===== src/rtl/cpu_control_unit_if.sv =====
// Instruction ROM and register-file port bundle for cpu_control_unit.
// The control unit is the master: it drives addresses, write data and write enable.
interface cpu_control_unit_if #(
    parameter int PC_WIDTH = 6
) ();
    // Bus timing. The ROM and register file return registered data: instr_data
    // belongs to the instr_addr presented one cycle earlier, and reg1_data/reg2_data
    // belong to the read_reg1/read_reg2 presented one cycle earlier. A write happens
    // at the end of any cycle in which signal_regwrite is high. There is no
    // back-pressure: the slave side must always accept.
    logic [PC_WIDTH-1:0] instr_addr;
    logic [7:0]          instr_data;
    logic [1:0]          read_reg1;
    logic [1:0]          read_reg2;
    logic [7:0]          reg1_data;
    logic [7:0]          reg2_data;
    logic [1:0]          write_reg;
    logic [7:0]          write_data;
    logic                signal_regwrite;

    modport master (
        output instr_addr,
        output read_reg1,
        output read_reg2,
        output write_reg,
        output write_data,
        output signal_regwrite,
        input  instr_data,
        input  reg1_data,
        input  reg2_data
    );

    modport slave (
        input  instr_addr,
        input  read_reg1,
        input  read_reg2,
        input  write_reg,
        input  write_data,
        input  signal_regwrite,
        output instr_data,
        output reg1_data,
        output reg2_data
    );
endinterface


===== src/rtl/cpu_control_unit.sv =====
// Multi-cycle control unit for the 8-bit four-register datapath: fetch, decode,
// execute (ADD/SUB/LI/JMP) and write-back through fixed FSM states.
module cpu_control_unit #(
    parameter int PC_WIDTH = 6
) (
    input  logic                  clock,
    input  logic                  reset,
    input  logic                  start,
    cpu_control_unit_if.master    bus,
    output logic                  busy,
    output logic                  halted,
    output logic                  flag_zero,
    output logic                  flag_carry,
    output logic [2:0]            state_dbg
);
    typedef enum logic [2:0] {
        S_IDLE,
        S_FETCH,
        S_FETCH_WAIT,
        S_DECODE,
        S_EXECUTE,
        S_WRITEBACK,
        S_HALT
    } state_t;

    localparam logic [1:0] OP_ADD = 2'b00;
    localparam logic [1:0] OP_SUB = 2'b01;
    localparam logic [1:0] OP_LI  = 2'b10;
    localparam logic [1:0] OP_JMP = 2'b11;

    state_t              state;
    state_t              state_next;
    logic [PC_WIDTH-1:0] pc;
    logic [7:0]          ir;
    logic [7:0]          result;

    logic [1:0]          opcode;
    logic [1:0]          rs;
    logic [1:0]          rt;
    logic [1:0]          rd;
    logic [PC_WIDTH-1:0] jmp_target;

    logic [8:0]          add_sum;
    logic [7:0]          sub_diff;
    logic [7:0]          alu_result;
    logic                alu_carry;

    assign opcode     = ir[7:6];
    assign rs         = ir[5:4];
    assign rt         = ir[3:2];
    assign rd         = ir[1:0];
    assign jmp_target = PC_WIDTH'(ir[5:0]);
    assign state_dbg  = state;

    // Operands come straight from the registered read ports; only valid in EXECUTE.
    always_comb begin
        add_sum    = {1'b0, bus.reg1_data} + {1'b0, bus.reg2_data};
        sub_diff   = bus.reg1_data - bus.reg2_data;
        alu_result = '0;
        alu_carry  = 1'b0;
        case (opcode)
            OP_ADD: begin
                alu_result = add_sum[7:0];
                alu_carry  = add_sum[8];
            end
            OP_SUB: begin
                alu_result = sub_diff;
                alu_carry  = (bus.reg1_data >= bus.reg2_data);
            end
            OP_LI: begin
                alu_result = {{4{ir[5]}}, ir[5:2]};
            end
            default: begin
                alu_result = '0;
                alu_carry  = 1'b0;
            end
        endcase
    end

    always_ff @(posedge clock) begin
        if (reset) begin
            state <= S_IDLE;
        end else begin
            state <= state_next;
        end
    end

    always_comb begin
        state_next          = state;
        busy                = 1'b1;
        halted              = 1'b0;
        bus.instr_addr      = pc;
        bus.read_reg1       = '0;
        bus.read_reg2       = '0;
        bus.write_reg       = '0;
        bus.write_data      = '0;
        bus.signal_regwrite = 1'b0;
        case (state)
            S_IDLE: begin
                busy = 1'b0;
                if (start) begin
                    state_next = S_FETCH;
                end
            end
            S_FETCH: begin
                state_next = S_FETCH_WAIT;
            end
            S_FETCH_WAIT: begin
                state_next = S_DECODE;
            end
            S_DECODE: begin
                bus.read_reg1 = rs;
                bus.read_reg2 = rt;
                state_next    = S_EXECUTE;
            end
            S_EXECUTE: begin
                bus.read_reg1 = rs;
                bus.read_reg2 = rt;
                if (opcode != OP_JMP) begin
                    state_next = S_WRITEBACK;
                end else if (jmp_target == pc) begin
                    // A jump to itself can never make progress, so treat it as halt.
                    state_next = S_HALT;
                end else begin
                    state_next = S_FETCH;
                end
            end
            S_WRITEBACK: begin
                bus.read_reg1 = rs;
                bus.read_reg2 = rt;
                // Reset in this cycle must not corrupt the destination register.
                if (!reset) begin
                    bus.write_reg       = rd;
                    bus.write_data      = result;
                    bus.signal_regwrite = 1'b1;
                end
                state_next = S_FETCH;
            end
            S_HALT: begin
                busy   = 1'b0;
                halted = 1'b1;
            end
            default: begin
                busy       = 1'b0;
                state_next = S_IDLE;
            end
        endcase
    end

    always_ff @(posedge clock) begin
        if (reset) begin
            pc         <= '0;
            ir         <= '0;
            result     <= '0;
            flag_zero  <= 1'b0;
            flag_carry <= 1'b0;
        end else begin
            case (state)
                S_FETCH_WAIT: begin
                    ir <= bus.instr_data;
                end
                S_EXECUTE: begin
                    if (opcode == OP_JMP) begin
                        if (jmp_target != pc) begin
                            pc <= jmp_target;
                        end
                    end else begin
                        result <= alu_result;
                        // LI loads a constant and leaves the flags alone.
                        if (opcode != OP_LI) begin
                            flag_zero  <= (alu_result == 8'h00);
                            flag_carry <= alu_carry;
                        end
                    end
                end
                S_WRITEBACK: begin
                    pc <= pc + PC_WIDTH'(1);
                end
                default: begin
                end
            endcase
        end
    end
endmodule


===== src/flat_wrapper.sv =====
// flat-port wrapper written by rule: the top's interface ports become plain ports
module cpu_control_unit_flat 
#(
    parameter int PC_WIDTH = 6
)
  (clock, reset, start, busy, halted, flag_zero, flag_carry, state_dbg, bus_instr_addr, bus_read_reg1, bus_read_reg2, bus_write_reg, bus_write_data, bus_signal_regwrite, bus_instr_data, bus_reg1_data, bus_reg2_data);
  cpu_control_unit_if #(.PC_WIDTH(PC_WIDTH)) bus_i ();
  input  logic clock;
  input  logic reset;
  input  logic start;
  output logic busy;
  output logic halted;
  output logic flag_zero;
  output logic flag_carry;
  output logic [2:0] state_dbg;
  output wire logic [$bits(bus_i.instr_addr)-1:0] bus_instr_addr;
  output wire logic [$bits(bus_i.read_reg1)-1:0] bus_read_reg1;
  output wire logic [$bits(bus_i.read_reg2)-1:0] bus_read_reg2;
  output wire logic [$bits(bus_i.write_reg)-1:0] bus_write_reg;
  output wire logic [$bits(bus_i.write_data)-1:0] bus_write_data;
  output wire logic [$bits(bus_i.signal_regwrite)-1:0] bus_signal_regwrite;
  input wire logic [$bits(bus_i.instr_data)-1:0] bus_instr_data;
  input wire logic [$bits(bus_i.reg1_data)-1:0] bus_reg1_data;
  input wire logic [$bits(bus_i.reg2_data)-1:0] bus_reg2_data;
  assign bus_instr_addr = bus_i.instr_addr;
  assign bus_read_reg1 = bus_i.read_reg1;
  assign bus_read_reg2 = bus_i.read_reg2;
  assign bus_write_reg = bus_i.write_reg;
  assign bus_write_data = bus_i.write_data;
  assign bus_signal_regwrite = bus_i.signal_regwrite;
  assign bus_i.instr_data = bus_instr_data;
  assign bus_i.reg1_data = bus_reg1_data;
  assign bus_i.reg2_data = bus_reg2_data;
  cpu_control_unit #(.PC_WIDTH(PC_WIDTH)) u_core (.clock(clock), .reset(reset), .start(start), .bus(bus_i), .busy(busy), .halted(halted), .flag_zero(flag_zero), .flag_carry(flag_carry), .state_dbg(state_dbg));
endmodule

===== config.mk =====
export PLATFORM = sky130hd
export DESIGN_NAME = cpu_control_unit_flat
export DESIGN_NICKNAME = d
export VERILOG_FILES = /design/src/rtl/cpu_control_unit_if.sv /design/src/rtl/cpu_control_unit.sv /design/src/flat_wrapper.sv
export SDC_FILE = /design/constraint.sdc
export NUM_CORES = 1
export LEC_CHECK = 0
export CAP_MARGIN = 10
export CORE_AREA = 2 2 71 73
export DETAILED_ROUTE_END_ITERATION = 10
export DIE_AREA = 0 0 73 75
export PLACE_DENSITY = 0.78
export SLEW_MARGIN = 10
export SYNTH_ARGS = -nofsm -noshare
export SYNTH_HDL_FRONTEND = slang
export SYNTH_SLANG_ARGS = --single-unit

===== constraint.sdc =====
create_clock -name clock -period 2.95 [get_ports clock]
set_input_delay 0.59 -clock clock [delete_from_list [all_inputs] [get_ports clock]]
set_output_delay 0.59 -clock clock [all_outputs]
set_load 0.02 [all_outputs]

==> metrics.txt <==
DRT iter0 DRCs=between 200 and 250; clock latency on the worst-skew pair=0.27 ns; die width=73 um; via count=approximately 2200; Cells after DPL=around 400; Power Dens Cells=329 nW/um^2; Setup crit end=bus_write_data[0]; Inserted Clock Buffers=3; HPWL after DPL=4240 um; Max Cap Viol=0; Setup crit end kind=primary output; Final Critical Period=~2.7 ns; Startpoint Class=register; clock slew at reported path FFs=~0.09 ns; vias in the first global route=1957; Die Footprint=5480 um^2; final layout net count=389; Longest Clk Path Bufs=2; Crit path required time=2.36 ns; Synth area leader=dfxtp_1; ANT cells=0; DRT antenna net count=0; Final Cycle Share=a little over 90%; worst r2r dst=u_core.bus.instr_addr[3]; GRT overflow=0; R2R Setup Slk=roughly 0.82 ns; Final Hold Fails=0; Mapped Nets=332; # rows=25; share of layout cells above drive strength 1=8.80%; worst hold-check path type=reg2reg; CTS tree=done; Mapped Area=~2300 um^2; Fmax=about 370 MHz; area delta synth->final=29.8%; worst slew pin tran=0.759 ns; WL final=approximately 5300 um; Worst VDD drop=0.000223 V; crit path from=u_core.state_dbg[0]; WHS=0.479 ns; Main synth FF type=dfxtp_1; CTS HTree Levels=1; core area=4660 um^2; final setup TNS=0 ns; area share of the largest cell type after synthesis=23.9%; depth of the most critical reg-to-reg path=5; gr usage total=between 20 and 25%; leakage power=1.16 nW; clk_skew=0.00710 ns; fin area=2940 um^2; register area=542 um^2; post-synthesis area per instance=7.94 um^2; Slew Limit Fails=0; largest net degree at the start of global routing=28; WP data arrival=2.14 ns; IO Count=55; WL/cell=13.4 um; placed cell area=2890 um^2; Chip Height=75 um; unrepaired setup endpoints after global routing=false; status=finished clean; largest cells by area after synthesis=dfxtp_1 24%, ha_1 10%, nor2_1 6.5%, mux2i_1 5.8%, xnor2_1 4.3%; routed vias/inst=5.51; CTS Sinks=27; number of fill cells=423; CTS Root Cell=clkbuf_8; Post-synth EDFFs=0; drt first pass iters=4; FF-to-FF Start=u_core.ir[7]; Synth top cells by count=39 x nor2_1, 27 x dfxtp_1, 18 x ha_1; multi-input logic area=1560 um^2; port buffer count=54; first-pass GRT wire length=8980 um; Synth Register Bits=27; FFs w/ async S/R, synth=0%; GPL Wtd Cong=0.852; # DRC=0; Crit Path Class=reg2out; Final Non-Filler Cells=395; # setup viols final=0; Slew headroom=49.4%; sequential area share after synthesis=23.9%; YS warnings=0; most instantiated library cell after synthesis=nor2_1; Gate Count Post-Synth=285; initial antenna violation count=0; Yosys cell types=57; CP max FO=10; fin util=63.0%; Initial Util=between 40% and 50%
## power breakdown
| part | total [W] | internal, W | switching [W] |
|---|---|---|---|
| Combinational | 0.000354 | 0.000176 | 0.000178 |
| Sequential | 0.000401 | 0.000380 | 0.0000216 |
| Clock | 0.000210 | 0.0000946 | 0.000116 |
| Total | 0.000965 | 0.000650 | 0.000315 |
## area by class of cell
class | count | share of cell area, %
clock buffers | 3 | 1.41
clock inverters | 1 | 0.171
inverters | 17 | 2.17
multi-input cells | 224 | 53.2
flip-flops and latches | 27 | 18.5
well taps | 54 | 2.30
repair buffers | 69 | 22.3
## critical path, cell delays in order (launching register included)
cell and delay [ns]:
dfxtp_1 0.48, inv_2 0.11, or2_1 0.26, nor2_1 0.13, buf_4 0.17, and2_1 0.13
clkdlybuf4s50_1 0.60
## worst min-delay path by stage
stage	to	start	cells after the start	slack, ns
3_3_place_gp	u_core.flag_zero	u_core.flag_zero	2	0.46
2_1_floorplan	u_core.result[0]	u_core.result[0]	2	0.47
3_5_place_dp	u_core.flag_zero	u_core.flag_zero	2	0.46
4_1_cts	u_core.flag_zero	u_core.flag_zero	2	0.48
5_1_grt	u_core.flag_zero	u_core.flag_zero	2	0.52
6_report	u_core.flag_zero	u_core.flag_zero	2	0.48
## state kept, by name, indices dropped and copies added (netlist names)
name,count
u_core.flag_carry,1
u_core.ir,8
u_core.state_dbg,3
u_core.result,8
u_core.flag_zero,1
u_core.bus.instr_addr,6
## per-layer routing
| metal | GRT usage [%] | up-vias | routed length, um |
|---|---|---|---|
| met2 | 32.0 | 59 | 2410 |
| met4 | 4.94 | 0 | 60 |
| met3 | 1.87 | 5 | 197 |
| met5 | 0 | - | 0 |
| li1 | - | 1117 | - |
| met1 | 30.1 | 997 | 2650 |
## metrics by stage
step | total power, W | setup slack, ns
global route | 0.00103 | 0.0314
detailed placement | 0.000762 | 0.0118
floorplan | 0.000639 | 0.630
global placement | 0.000756 | 0.0262
CTS | 0.000974 | 0.0723
finish | 0.000965 | 0.219
## cells in the final DEF, fill, tap and decap left out, drive strengths merged, types with 2 or more instances in the layout
cell / n
nand4: 2
o31ai: 3
nor4: 2
clkbuf: 3
a21oi: 14
nand2: 17
a22oi: 4
nand3b: 3
nand3: 4
xnor2: 11
o211ai: 3
dfxtp: 27
and3: 3
ha: 18
nor3b: 2
nor3: 6
o21bai: 2
a221oi: 3
mux2i: 13
a211oi: 10
a211o: 3
nor2b: 5
or3: 2
inv: 17
and2: 15
o21ai: 16
nand2b: 7
fa: 2
clkdlybuf4s50: 54
buf: 15
nor2: 39
## kinds of logic after synthesis
kind of cell / after synthesis / share of synthesized area (%)
compound gates: 67 / 21.1
flops: 27 / 23.9
fa+ha+maj: 20 / 11.7
mux: 13 / 5.75
xor+xnor: 12 / 4.65
buf+inv: 34 / 7.02
simple gates: 112 / 25.8
## what timing repair did
action / CTS / global route
setup buffers: 0 / 0
endpoints found under the hold margin: 0 / 0
hold buffers: 0 / 0
resized for setup: 0 / 1
endpoints found under the setup margin: 0 / 9
(Power assumes the default switching activity.)
